<file path="src/rtl/uart_rx_if.sv">
// Bundle of the serial-line and received-byte signals between a UART receiver
// and its user. The receiver takes the slave side; whoever drives the line takes master.
interface uart_rx_if #(
  parameter int DW = 8
);
  logic          RX_IN;
  logic          PAR_EN;
  logic          PAR_TYP;
  logic [DW-1:0] P_DATA;
  logic          Data_Valid;
  logic          par_err;
  logic          stp_err;

  modport master (
    output RX_IN, PAR_EN, PAR_TYP,
    input  P_DATA, Data_Valid, par_err, stp_err
  );

  modport slave (
    input  RX_IN, PAR_EN, PAR_TYP,
    output P_DATA, Data_Valid, par_err, stp_err
  );
endinterface

</file>
<file path="src/rtl/uart_rx.sv">
// Oversampling UART receiver: 2-flop synchroniser, 3-sample majority vote per bit,
// 8N1 or 8E1/8O1 framing, one-cycle result pulses on the return to IDLE.
module uart_rx #(
  parameter int PRESCALE = 8,
  parameter int DW       = 8
) (
  input logic     CLK,
  input logic     RST,
  uart_rx_if.slave bus
);

  localparam int EW = $clog2(PRESCALE);
  localparam int BW = (DW > 1) ? $clog2(DW) : 1;

  localparam logic [EW-1:0] EDGE_VOTE0 = EW'(PRESCALE/2 - 1);
  localparam logic [EW-1:0] EDGE_VOTE1 = EW'(PRESCALE/2);
  localparam logic [EW-1:0] EDGE_EVAL  = EW'(PRESCALE/2 + 1);
  localparam logic [EW-1:0] EDGE_LAST  = EW'(PRESCALE - 1);
  localparam logic [BW-1:0] BIT_LAST   = BW'(DW - 1);

  typedef enum logic [2:0] {
    IDLE,
    START,
    DATA,
    PARITY,
    STOP
  } state_t;

  state_t        r_state;
  logic          r_sync1;
  logic          r_rxS;
  logic          r_rxPrev;
  logic [EW-1:0] r_edgeCnt;
  logic [BW-1:0] r_bitCnt;
  logic          r_vote0;
  logic          r_vote1;
  logic [DW-1:0] r_shift;
  logic          r_parEn;
  logic          r_parTyp;
  logic          r_parBad;
  logic [DW-1:0] r_pData;
  logic          r_dataValid;
  logic          r_parErr;
  logic          r_stpErr;

  logic w_maj;
  logic w_startEdge;
  logic w_expPar;

  // The third vote sample is the live synchronised line, so the bit value is ready at EDGE_EVAL.
  assign w_maj       = (r_vote0 & r_vote1) | (r_vote0 & r_rxS) | (r_vote1 & r_rxS);
  assign w_startEdge = r_rxPrev & ~r_rxS;
  assign w_expPar    = (^r_shift) ^ r_parTyp;

  always_ff @(posedge CLK) begin
    if (RST) begin
      r_state     <= IDLE;
      r_sync1     <= 1'b1;
      r_rxS       <= 1'b1;
      r_rxPrev    <= 1'b1;
      r_edgeCnt   <= '0;
      r_bitCnt    <= '0;
      r_vote0     <= 1'b1;
      r_vote1     <= 1'b1;
      r_shift     <= '0;
      r_parEn     <= 1'b0;
      r_parTyp    <= 1'b0;
      r_parBad    <= 1'b0;
      r_pData     <= '0;
      r_dataValid <= 1'b0;
      r_parErr    <= 1'b0;
      r_stpErr    <= 1'b0;
    end else begin
      r_sync1     <= bus.RX_IN;
      r_rxS       <= r_sync1;
      r_rxPrev    <= r_rxS;
      r_dataValid <= 1'b0;
      r_parErr    <= 1'b0;
      r_stpErr    <= 1'b0;

      if (r_state != IDLE) begin
        r_edgeCnt <= (r_edgeCnt == EDGE_LAST) ? '0 : r_edgeCnt + 1'b1;
        if (r_edgeCnt == EDGE_VOTE0) r_vote0 <= r_rxS;
        if (r_edgeCnt == EDGE_VOTE1) r_vote1 <= r_rxS;
      end

      case (r_state)
        IDLE: begin
          r_edgeCnt <= '0;
          r_bitCnt  <= '0;
          // The detecting cycle itself is sample 0 of the start bit.
          if (w_startEdge) begin
            r_state   <= START;
            r_edgeCnt <= EW'(1);
            r_parEn   <= bus.PAR_EN;
            r_parTyp  <= bus.PAR_TYP;
            r_parBad  <= 1'b0;
          end
        end

        START: begin
          if (r_edgeCnt == EDGE_EVAL && w_maj) begin
            r_state   <= IDLE;
            r_edgeCnt <= '0;
          end else if (r_edgeCnt == EDGE_LAST) begin
            r_state <= DATA;
          end
        end

        DATA: begin
          if (r_edgeCnt == EDGE_EVAL) begin
            r_shift <= {w_maj, r_shift[DW-1:1]};
          end
          if (r_edgeCnt == EDGE_LAST) begin
            if (r_bitCnt == BIT_LAST) begin
              r_bitCnt <= '0;
              r_state  <= r_parEn ? PARITY : STOP;
            end else begin
              r_bitCnt <= r_bitCnt + 1'b1;
            end
          end
        end

        PARITY: begin
          if (r_edgeCnt == EDGE_EVAL) begin
            r_parBad <= (w_maj != w_expPar);
          end
          if (r_edgeCnt == EDGE_LAST) begin
            r_state <= STOP;
          end
        end

        STOP: begin
          // Leave early so a short stop bit still lets the next start edge be seen.
          if (r_edgeCnt == EDGE_EVAL) begin
            r_stpErr  <= ~w_maj;
            r_parErr  <= w_maj & r_parBad;
            r_state   <= IDLE;
            r_edgeCnt <= '0;
            if (w_maj && !r_parBad) begin
              r_pData     <= r_shift;
              r_dataValid <= 1'b1;
            end
          end
        end

        default: begin
          r_state   <= IDLE;
          r_edgeCnt <= '0;
        end
      endcase
    end
  end

  assign bus.P_DATA     = r_pData;
  assign bus.Data_Valid = r_dataValid;
  assign bus.par_err    = r_parErr;
  assign bus.stp_err    = r_stpErr;

endmodule

</file>
<file path="src/flat_wrapper.sv">
// flat-port wrapper written by rule: the top's interface ports become plain ports
module uart_rx_flat 
#(
  parameter int PRESCALE = 8,
  parameter int DW       = 8
)
  (CLK, RST, bus_RX_IN, bus_PAR_EN, bus_PAR_TYP, bus_P_DATA, bus_Data_Valid, bus_par_err, bus_stp_err);
  uart_rx_if #(.DW(DW)) bus_i ();
  input logic CLK;
  input logic RST;
  input wire logic [$bits(bus_i.RX_IN)-1:0] bus_RX_IN;
  input wire logic [$bits(bus_i.PAR_EN)-1:0] bus_PAR_EN;
  input wire logic [$bits(bus_i.PAR_TYP)-1:0] bus_PAR_TYP;
  output wire logic [$bits(bus_i.P_DATA)-1:0] bus_P_DATA;
  output wire logic [$bits(bus_i.Data_Valid)-1:0] bus_Data_Valid;
  output wire logic [$bits(bus_i.par_err)-1:0] bus_par_err;
  output wire logic [$bits(bus_i.stp_err)-1:0] bus_stp_err;
  assign bus_i.RX_IN = bus_RX_IN;
  assign bus_i.PAR_EN = bus_PAR_EN;
  assign bus_i.PAR_TYP = bus_PAR_TYP;
  assign bus_P_DATA = bus_i.P_DATA;
  assign bus_Data_Valid = bus_i.Data_Valid;
  assign bus_par_err = bus_i.par_err;
  assign bus_stp_err = bus_i.stp_err;
  uart_rx #(.PRESCALE(PRESCALE), .DW(DW)) u_core (.CLK(CLK), .RST(RST), .bus(bus_i));
endmodule
</file>
<file path="config.mk">
export PLATFORM = sky130hd
export DESIGN_NAME = uart_rx_flat
export DESIGN_NICKNAME = d
export VERILOG_FILES = /design/src/rtl/uart_rx_if.sv /design/src/rtl/uart_rx.sv /design/src/flat_wrapper.sv
export SDC_FILE = /design/constraint.sdc
export NUM_CORES = 1
export LEC_CHECK = 0
export CAP_MARGIN = 10
export CORE_AREA = 4 4 59 61
export CTS_BUF_LIST = sky130_fd_sc_hd__clkbuf_8
export DETAILED_ROUTE_END_ITERATION = 16
export DIE_AREA = 0 0 63 65
export PLACE_DENSITY = 0.73
export SETUP_SLACK_MARGIN = 0.5
export SYNTH_ARGS = -nofsm -noshare
export SYNTH_HDL_FRONTEND = slang
export SYNTH_SLANG_ARGS = --single-unit
</file>
<file path="constraint.sdc">
create_clock -name CLK -period 2.3 [get_ports CLK]
set_clock_uncertainty 0.15 [all_clocks]
set_input_delay 0.345 -clock CLK [delete_from_list [all_inputs] [get_ports CLK]]
set_output_delay 0.345 -clock CLK [all_outputs]
set_load 0.1 [all_outputs]
</file>
**Word level (Yosys, flattened, before mapping)**

Index checks and enable logic that the tools add are counted.
Widths: inputs -> output; s select.

- Logic and storage cells: 87
- Output and inout bits: 11
- Input port bits: 5
- Register bits: 36

- Bitwise operators: 12
- Mux-type cells: 22
- Reductions and logical operators: 18
- Equality and inequality tests: 17
- $add $sub $neg: 2

Operator list:

| kind | number |
|---|---|
| $mux 3 | 14 |
| $eq 3x3->1 const B | 5 |
| $pmux 3 s5 | 1 |
| $ne 2x1->1 const B | 6 |
| $pmux 3 s4 | 1 |
| $reduce_and 2->1 | 5 |
| $eq 3x2->1 const B | 3 |
| $reduce_xor 8->1 | 1 |
| $add 3x1->3 const B | 2 |
| $pmux 3 s2 | 1 |
| $reduce_and 3->1 | 2 |
| $reduce_and 6->1 | 1 |
| $and 1x1->1 | 5 |
| $mux 1 | 4 |
| $not 1->1 | 4 |
| $reduce_bool 2->1 | 2 |
| $eq 3x1->1 const B | 1 |
| $logic_not 3->1 | 1 |
| $ne 3x1->1 const B | 1 |
| $reduce_bool 3->1 | 1 |
| $reduce_or 3->1 | 1 |
| $logic_and 1x1->1 | 2 |
| $or 1x1->1 | 2 |
| $pmux 1 s2 | 1 |
| 4 further kinds | 4 |

**Logic depth before layout (Yosys ltp)**

- Depth in word-level cells: 6
- Depth in mapped cells: 8
- Gate-level depth less buffers: 6

**Worst setup path before layout**

Ideal clock, no wire load.

- Kind: reg2reg
- Start: register u_core.r_state[0]
- End: register u_core.r_pData[0] (netlist: u_core.bus.P_DATA[0])
- Setup slack: 0.509 ns
- Setup time: 0.128 ns
- Period minus slack after synthesis: 1.791 ns
- Stages on the path, launching flop included: 6
- Arrival time: 1.513 ns
- Path buffers: 1
- Cell sequence: dfxtp_1 -> or3b_4 -> or4b_1 -> buf_6 -> mux2i_1 -> nor2_1

- Longest elaborated chain between the ends: 2

Ends and longest elaborated chain:

| element | RTL line | source |
|---|---|---|
| start, declared | uart_rx.sv:29 | `state_t r_state;` |
| start signal, assigned | uart_rx.sv:117 | `r_state <= r_parEn ? PARITY : STOP;` |
| $eq 3x3->1 | uart_rx.sv:87 | `case (r_state)` |
| $reduce_and 3->1 (no source line) | -- |  |
| end signal, assigned | uart_rx.sv:141 | `r_pData <= r_shift;` |
| end, declared | uart_rx.sv:41 | `logic [DW-1:0] r_pData;` |

Every way passes these cells.
A chain may end at the register's enable or synchronous reset.

**Final worst setup path**

- Start: register u_core.r_state[0]
- End: register u_core.r_pData[4] (netlist: u_core.bus.P_DATA[4])

The elaborated chain is that of the path after synthesis.

==> results.md <==
- Cell count after synthesis: 174
- Fmax achieved: ~0.54 GHz
- Final core occ: 65.2%
- CP Data Required Time: 2.33 ns
- Critical Path Start Type: register
- Final ANT Viol Nets: 0
- Fin worst setup slack: roughly 0.46 ns
- WP data arrival: 1.87 ns
- PortBufs: 15
- Initial core utilization: 54.8%
- Diode count: 0
- Vias in the first global route: 1,280
- Clock Path Buffers: 2
- Fin nets: 204
- IO Count: 16
- Total track usage: 17.3%
- Area growth syn-to-layout: 18.9%
- Setup TNS: 0 ns
- Num CTS Buffers: 5
- Reg power frac: 54.2%
- Peak supply drop: 357 uV
- Die Span Y: 65 microns
- Placer Congestion: between 0.8 and 0.9
- Total power divided by cell area: about 600 nW/um^2
- Grt total ovfl: 0
- Iteration-0 DRC Markers: 82
- RSZ-0062 raised after global routing: true
- Critical path type: reg -> reg
- CP max FO: 5
- Max-Cap Viols: 0
- Switch Pwr: 0.269 mW
- Clock power share: between 30% and 40%
- Count of cell types in the netlist: 40
- Yosys reg bits: 36
- Max-slew headroom: between 60 and 70%
- Fin crit period: 1.84 ns
- DR DRC count: 0
- Post-DR wirelength/cell: 14.6 microns
- Syn Nets: roughly 190
- Via count: 1,278
- TritonCTS clock tree: yes
- Period utilization: 80.0%
- CTS sink cnt: 36
- Clock Latency Late Sink: 0.28 ns
- Synthesized area per cell: 9.38 sq um
- Clock transition at path regs: 0.07 ns
- Design Power: 1.17 mW
- Net Sw Frac: between 20% and 30%
- Min-delay worst type: reg -> reg
- Crit end category: register
- First-pass GRT wire length: 5600 microns
- Synthesized area: 1630 sq um
- Final Setup Violations: 0
- Transition time of the tightest slew-check pin: approximately 0.54 ns
- Internal: 0.905 mW
- Routed WL: about 3300 microns
- CTS H-tree depth: 2
- DPL Wire Length: 2200 microns
- Post-synthesis sequential area ratio: 44.1%
- Final hold vios: 0
- Via density per instance: approximately 5.7
- Combinational fraction of design power: 7.0%
- Yosys warning count: 0
- Std-Cell Rows: 20
- CTS root buffer: clkbuf_8
- Initial antenna violation count: 0
- Die area: between 4000 and 5000 sq um
- Die W: 63 microns
- Outcome: completed
- Core area: 2980 sq um
- 1st-pass router iterations: 4
- Largest net degree at the start of global routing: 18
- DP Worst Slack: between 0.2 and 0.3 ns
- Final Max Slew Viols: 0
- Share of cells above drive strength 1: 22.8%
- Leak: 0.805 nW
==> final cells by class <==
cell class                 count  area [sq um]
sequential                    36           723
fill                         248          1040
timing repair buffer          22           175
multi-input combinational    122           888
tap                           33          41.3
clock buffer                   6          82.6
clock inverter                 2          11.3
inverter                       5          18.8
==> state kept, by name (all words and copies together), names as in the netlist <==
name / count
u_core.r_vote1: 1
u_core.bus.Data_Valid: 1
u_core.r_parEn: 1
u_core.r_rxS: 1
u_core.r_state: 3
u_core.r_sync1: 1
u_core.r_shift: 8
u_core.r_edgeCnt: 3
u_core.bus.stp_err: 1
u_core.r_parBad: 1
u_core.r_vote0: 1
u_core.r_parTyp: 1
u_core.bus.par_err: 1
u_core.r_bitCnt: 3
u_core.bus.P_DATA: 8
u_core.r_rxPrev: 1
==> path summary, 6_finish.rpt <==
kind | slack [ns] | end | cells past startpoint | from
worst max-delay path | 0.46 | u_core.bus.P_DATA[4] | 4 | u_core.r_state[0]
worst min-delay path | 0.27 | u_core.r_rxS | 1 | u_core.r_sync1
worst max register to register | 0.46 | u_core.bus.P_DATA[4] | 4 | u_core.r_state[0]
worst min register to register | 0.27 | u_core.r_rxS | 1 | u_core.r_sync1
==> cell usage after synthesis (all sizes together) <==
cell	n	share of area [%]
dfxtp	36	44
nor2	23	5.3
mux2i	18	11
clkbuf	10	2.3
nand2	9	2.1
a21oi	8	2.5
ha	7	5.4
o21ai	6	1.8
xnor2	6	3.2
inv	5	1.1
nor2b	5	1.9
nor3	4	1.2
and3	3	1.1
or2	3	1.1
a21boi	2	0.92
buf	2	1.0
nand2b	2	0.77
nand3	2	0.61
nor4	2	0.77
o31ai	2	0.92
a2111oi	1	0.54
a211oi	1	0.46
a311o	1	0.61
a311oi	1	0.54
a31oi	1	0.38
a32oi	1	0.54
and2	1	0.38
maj3	1	0.61
mux2	1	0.69
nand4	1	0.38
nand4b	1	0.54
nor4b	1	0.54
o211ai	1	0.46
or3	1	0.38
or3b	1	0.69
or4	1	0.46
or4b	1	0.61
xnor3	1	1.4
xor2	1	0.54
==> cell families (layout without fill, tap and decap cells) <==
group	after synthesis	in the layout	share of synthesized area, %
xor+xnor	8	8	5.13
mux	19	19	11.7
flops	36	36	44.1
compound gates	25	25	9.66
fa+ha+maj	8	8	5.98
simple gates	61	62	18.9
buf+inv	17	35	4.44
==> power by group through the flow <==
| stage | clock (mW) | sequential (mW) | combinational [mW] |
|---|---|---|---|
| after global placement | 0 | 0.650 | 0.0722 |
| after detailed placement | 0 | 0.651 | 0.0740 |
| after floorplan | 0 | 0.649 | 0.0531 |
| final | 0.455 | 0.637 | 0.0823 |
| after global routing | 0.503 | 0.637 | 0.0902 |
| after CTS | 0.475 | 0.636 | 0.0760 |
==> worst max-delay path, cell delays in order, from the launching register on <==
cell	delay, ns
dfxtp_1	0.31
or3b_4	0.43
or4b_4	0.60
mux2i_1	0.18
nor2_1	0.05
==> routing by layer <==
metal | part of all wire (%) | up-vias | track usage, %
met3 | 3.4 | 4 | 5.20
met1 | 42 | 609 | 18.4
met4 | 0.88 | 0 | 5.51
li1 | - | 638 | -
met2 | 54 | 27 | 32.5
met5 | 0 | - | 0
==> per-stage QoR <==
stage,hold slack [ns],instances,cell area (sq um)
after floorplan,0.239,174,1630
after global routing,0.295,226,1940
after global placement,0.247,216,1790
final,0.267,226,1940
after detailed placement,0.249,216,1790
after CTS,0.271,224,1890
==> placed cells by master, fill, tap and decap left out, types with 3 or more instances in the layout <==
master,Yosys,layout
o21ai_0,6,6
mux2i_1,18,18
inv_1,5,5
ha_1,7,5
nor2_1,23,23
dfxtp_1,36,34
or2_2,3,3
nand2_1,9,8
nor2b_1,5,5
buf_4,0,18
clkbuf_8,0,6
clkdlybuf4s50_1,0,4
a21oi_1,8,8
xnor2_1,6,6
nor3_1,4,4
==> timing repair <==
action	in CTS	in global routing
hold buffers	0	0
cloned	0	1
resized for setup	4	12
setup buffers	0	1
pin swaps	0	2
endpoints found under the setup margin	18	22
Power figures use the tool's default switching activity.
